==> src/rtl/mips_register_file.sv <==
// Register file for a single-cycle MIPS datapath: two combinational read ports, one write port.
// Writes land on the rising edge with no bypass; register 0 reads zero and has no storage.
module mips_register_file #(
  parameter int DATA_WIDTH = 32,
  parameter int ADDR_WIDTH = 5
) (
  input  logic                  clk,
  input  logic                  rst_n,
  input  logic [ADDR_WIDTH-1:0] A1,
  input  logic [ADDR_WIDTH-1:0] A2,
  input  logic [ADDR_WIDTH-1:0] A3,
  input  logic                  WE3,
  input  logic [DATA_WIDTH-1:0] WD3,
  output logic [DATA_WIDTH-1:0] RD1,
  output logic [DATA_WIDTH-1:0] RD2
);

  localparam int DEPTH = 2 ** ADDR_WIDTH;

  logic [DATA_WIDTH-1:0] regs_q [1:DEPTH-1];
  logic [DATA_WIDTH-1:0] regs_d [1:DEPTH-1];
  logic [DATA_WIDTH-1:0] rf_view [0:DEPTH-1];

  // Address 0 never matches the decode, so writes to it fall away.
  always_comb begin
    for (int i = 1; i < DEPTH; i++) begin
      regs_d[i] = regs_q[i];
      if (WE3 && (A3 == ADDR_WIDTH'(i))) begin
        regs_d[i] = WD3;
      end
    end
  end

  always_ff @(posedge clk) begin
    if (!rst_n) begin
      for (int i = 1; i < DEPTH; i++) begin
        regs_q[i] <= '0;
      end
    end else begin
      for (int i = 1; i < DEPTH; i++) begin
        regs_q[i] <= regs_d[i];
      end
    end
  end

  always_comb begin
    rf_view[0] = '0;
    for (int i = 1; i < DEPTH; i++) begin
      rf_view[i] = regs_q[i];
    end
  end

  assign RD1 = rf_view[A1];
  assign RD2 = rf_view[A2];

endmodule

==> config.mk <==
export PLATFORM = sky130hd
export DESIGN_NAME = mips_register_file
export DESIGN_NICKNAME = d
export VERILOG_FILES = /design/src/rtl/mips_register_file.sv
export SDC_FILE = /design/constraint.sdc
export NUM_CORES = 2
export LEC_CHECK = 0
export CAP_MARGIN = 20
export CORE_UTILIZATION = 43
export DETAILED_ROUTE_END_ITERATION = 10
export PLACE_DENSITY = 0.7
export SYNTH_ARGS = -nofsm -noshare
export SYNTH_HDL_FRONTEND = slang
export SYNTH_SLANG_ARGS = --single-unit
==> constraint.sdc <==
create_clock -name clk -period 2.7 [get_ports clk]
set_input_delay 0.54 -clock clk [delete_from_list [all_inputs] [get_ports clk]]
set_output_delay 0.54 -clock clk [all_outputs]
set_load 0.01 [all_outputs]
* Yosys cells after proc, flatten, opt, wreduce, memory -nomap -nowiden
Memories as Yosys holds them, arrays and structs flattened.
Index checks and enable logic that the tools add are counted.
** Storage, ports and cells
- Memory bits (writable) :: 992
- Output and inout bits :: 64
- Bits of input ports :: 50
- Bits in registers :: 0
- Word-level logic and storage cells :: 168
- Memories :: 1
** Memories
- regs_q :: depth 31, width 32, read ports 31, clocked after Yosys merged registers in 0, wr ports 31, line 20 : logic [DATA_WIDTH-1:0] regs_q [1:DEPTH-1];
** Cells by class
- Bitwise logic cells :: 33
- Eq/ne operators :: 31
- Reductions and logical operators :: 31
- Multiplexer cells :: 70
- Magnitude comparators :: 2
** Operators with widths (number)
- 32-bit two-way mux :: 66
- 32-bit binary-select mux with 5-bit select :: 2
- 5-bit == test (second input constant) :: 16
- 5-bit by 4-bit == test with 1-bit output (second input constant) :: 8
- 1-bit logical AND :: 31
- 1-bit OR :: 31
- 5-bit by 3-bit == test with 1-bit output (second input constant) :: 4
- 6-bit greater-or-equal comparator (second input constant) :: 2
- 5-bit NOT with 6-bit output :: 2
- 5-bit by 2-bit == test with 1-bit output (second input constant) :: 2
- 5-bit by 1-bit == test with 1-bit output (second input constant) :: 1
- 1-bit two-way mux :: 2

* Logic depth before layout (Yosys ltp)
- Word-level depth :: 4
- Gate-level depth with buffers :: 9
- Mapped depth without buffers :: 5

* Least setup slack after synthesis
No wires, ideal clock.
- Path type :: input-to-output
- Start point :: input A1[1]
- End point :: output RD1[10]
- Cell stages on the path :: 7
- Arrival :: 1.951 ns
- Buffers on the path :: 2
- Path slack :: 0.209 ns
- Cells stage by stage :: buf_2 clkbuf_1 mux2_2 a221oi_1 nor3_1 a31oi_1 nand3_1
** On the way
- Cells in the longest elaborated chain, start to end :: 4
** RTL lines
- from (decl) :: line 9 : input logic [ADDR_WIDTH-1:0] A1,
- 5-bit NOT with 6-bit output (implied by the code) :: line 53 : assign RD1 = rf_view[A1];
- 32-bit binary-select mux with 5-bit select :: line 53
- 32-bit two-way mux (implied by the code) (2 in a row) :: line 53
- to (decl) :: line 14 : output logic [DATA_WIDTH-1:0] RD1,
No other way between the ends. The select of a mux whose other input is x is not followed.

==> impl_metrics.json <==
{
  "antennaDiodeCount": 0,
  "routed_wl_um": 204000,
  "r2r-end": "regs_q[0][493]",
  "crit_top_cell": "buf_4",
  "syn_nets": 6630,
  "switchingPower_mw": 9.30,
  "violations": "DRC, setup timing",
  "internal-power_mw": 25.1,
  "comb_power_share_pct": 14.3,
  "die-area_sq_um": 127000,
  "finalCritPeriodShare_pct": 113,
  "endpoint": "RD2[4]",
  "fillCellCount": 10700,
  "route.vias.total": 51200,
  "ant_nets": 0,
  "yosys_warnings": 0,
  "max_slew_margin_pct": 35.4,
  "cts_tree": "yes",
  "tns_ns": -12.81,
  "netlist_instances": 6580,
  "ys.flop_type": "dfxtp_1",
  "min_from": "rst_n",
  "critical_path.cell_chain": "buf_4, mux4_2, nor2b_2, nor3_2, a31oi_2, buf_4, nand3_4, buf_6",
  "top_register": "regs_q",
  "io_buffer_count": 113,
  "initial_core_util_pct": 43.5,
  "cp_top_family": "multiplexers",
  "grt-ovfl-total": 0,
  "rsz0062_at_grt": "true",
  "timing_hold_violations_final": 0,
  "place_ws_ns": -1.15,
  "syn_avg_cell_area_sq_um": 8.19,
  "ir_worst_vdd_mv": 0.511,
  "grt_pass1_vias": 49200,
  "drive_gt1_share_pct": 19.3,
  "rows": 129,
  "coreArea_sq_um": 124000,
  "worst_slew_pin_slew_ns": 0.967,
  "worstReg2RegStart": "regs_q[0][493]",
  "r2r_setup_slack_ns": 1.92,
  "antenna_found_initial": 11,
  "yosysUniqueCellTypes": 37,
  "async_flop_share_pct": 0,
  "synth-edff-count": 0,
  "grt_max_degree": 151,
  "fin_crit_ns": 3.05,
  "drc": 15,
  "largest_reg_flops": 992,
  "area_growth_pct": 24.6,
  "fmax_mhz": 328,
  "die_w_um": 356,
  "cts_made_buffers": 103,
  "sw_frac_of_total_pct": 27.0,
  "pwr-share-seq_pct": 43.1,
  "end_kind": "output port",
  "synth.largest_area_cell": "dfxtp_1",
  "outcome": "complete, but fails checks",
  "slew_violations": 0,
  "vias_per_cell": 6.12,
  "rr_worst_depth": 2,
  "gp_congestion": 0.940,
  "design_area_sq_um": 67100,
  "syn_area_sq_um": 53900,
  "cp_max_fo": 2,
  "top_regs": "regs_q: 992 flops",
  "cp.required_ns": 2.16,
  "cap_violations": 0,
  "cp-start-kind": "flip-flop",
  "critPathBufInv": 3,
  "hold_path_class": "primary input to flip-flop",
  "h-tree-depth": 3,
  "die_y_um": 356,
  "drt-wirelength-per-cell_um": 24.4,
  "cts_root_buf": "clkbuf_16",
  "ys_ff_latch": 992,
  "clock_sinks": 992,
  "setup_viol": 64,
  "final_nets": 6693,
  "skew_ns": 0,
  "slowest_stage": "mux4_2",
  "clk_latency_ns": 0.68,
  "crit_type": "flip-flop to output port",
  "dpl.hpwl_um": 130000,
  "num_io_pins": 114,
  "final_cell_mix": "nand2_1, dfxtp_1, mux2i_1, a21boi_0, buf_4",
  "dr.pass1.iters": 11,
  "synth.top_cells.by_area": "dfxtp_1, nand2_1, mux2i_1, a21boi_0, a22oi_1",
  "clockPowerShare_pct": 42.6,
  "drt_iter0_drc": 6752,
  "yosysTopAreaCellShare_pct": 36.9,
  "clockBufferDepth": 3,
  "critical_path_depth": 8,
  "clk_pin_slew_ns": 0.07,
  "critPathLaunch": "regs_q[0][164]",
  "yosysSeqAreaShare_pct": 36.9,
  "setup_slack_ns": -0.351,
  "powerDensity_nw_per_um2": 513,
  "p_leak_nw": 24.5,
  "placed_area_sq_um": 59800,
  "groute.usage.overall_pct": 30.9,
  "final_util_pct": 54.2,
  "cpPeakStageDelay_ns": 0.48,
  "critPathArrivalTime_ns": 2.51,
  "grt_pass1_wl_um": 304000,
  "layout_commonest_cell": "nand2_1"
}
[cells in the mapped netlist, types with 5 or more instances]
cell and number:
nand3_1 192, nor4_4 5, buf_2 228, nor2b_1 74, nor3_1 64, mux2_2 64
mux2i_1 768, nand2b_1 5, a21oi_1 128, a21boi_0 754, nand2_1 2146, nor3_2 11
a22oi_1 256, buf_1 12, a21boi_1 238, dfxtp_1 992, mux4_2 64, buf_4 34
a221oi_1 64, clkbuf_1 374, nor2_1 17, a31oi_1 64
[worst reg2reg max path, stage by stage (launching register included)]
cell and delay (ns):
dfxtp_1 0.37, nand2_1 0.07, a21boi_0 0.25
[routing by layer]
| layer | vias up | share of wire [%] | GRT usage [%] |
|---|---|---|---|
| met1 | 24700 | 39 | 40.3 |
| met3 | 637 | 11 | 7.12 |
| met5 | - | 0.068 | 0 |
| li1 | 22800 | - | - |
| met4 | 22 | 4.4 | 12.9 |
| met2 | 3069 | 45 | 48.8 |
[cell type report]
| cell class | instances | area (sq um) | area share, % |
|---|---|---|---|
| clock buffers | 153 | 3040 | 4.52 |
| clock inverters | 38 | 379 | 0.565 |
| well taps | 1637 | 2050 | 3.05 |
| multi-input cells | 4936 | 34100 | 50.8 |
| flip-flops and latches | 992 | 19900 | 29.7 |
| repair buffers | 610 | 7610 | 11.3 |
[worst min path at each step]
stage                           endpoint  slack, ns  depth (start not counted)
final                     regs_q[0][976]       0.24                          2
after global placement     regs_q[0][57]       0.45                          2
after CTS                 regs_q[0][976]       0.24                          2
after detailed placement  regs_q[0][395]       0.46                          2
after floorplan           regs_q[0][127]       0.44                          2
after global routing      regs_q[0][976]       0.25                          2
[per-stage QoR]
step,std cells,power [mW],hold slack (ns)
after floorplan,6580,17.3,0.441
after global placement,8149,19.2,0.450
after detailed placement,8149,19.3,0.460
after CTS,8333,34.2,0.239
after global routing,8366,35.2,0.250
final,8366,34.4,0.239
[cells by family (layout without fill, tap and decap cells)]
family	count (synthesis)	in the layout	synth area share (%)
muxes	896	896	18.3
buffers and inverters	652	801	5.36
DFF	992	992	36.9
AOI/OAI and AO/OA	1504	1504	20.4
and+or+nand+nor	2536	2536	19.1
[timing repair]
action | 4_1_cts | 5_1_grt
hold endpoints to repair | 0 | 0
endpoints found under the setup margin | 64 | 64
gates resized for setup | 870 | 116
pin swaps | 86 | 45
hold buffers | 0 | 0
setup buffers | 13 | 32
cloned | 10 | 4
[power by group through the flow]
stage	logic (mW)	registers (mW)	clock network, mW
floorplan	2.21	15.1	0
global placement	4.09	15.1	0
detailed placement	4.12	15.1	0
CTS	4.65	14.8	14.7
global route	5.06	14.8	15.3
finish	4.94	14.8	14.7
(Power assumes the default switching activity.)
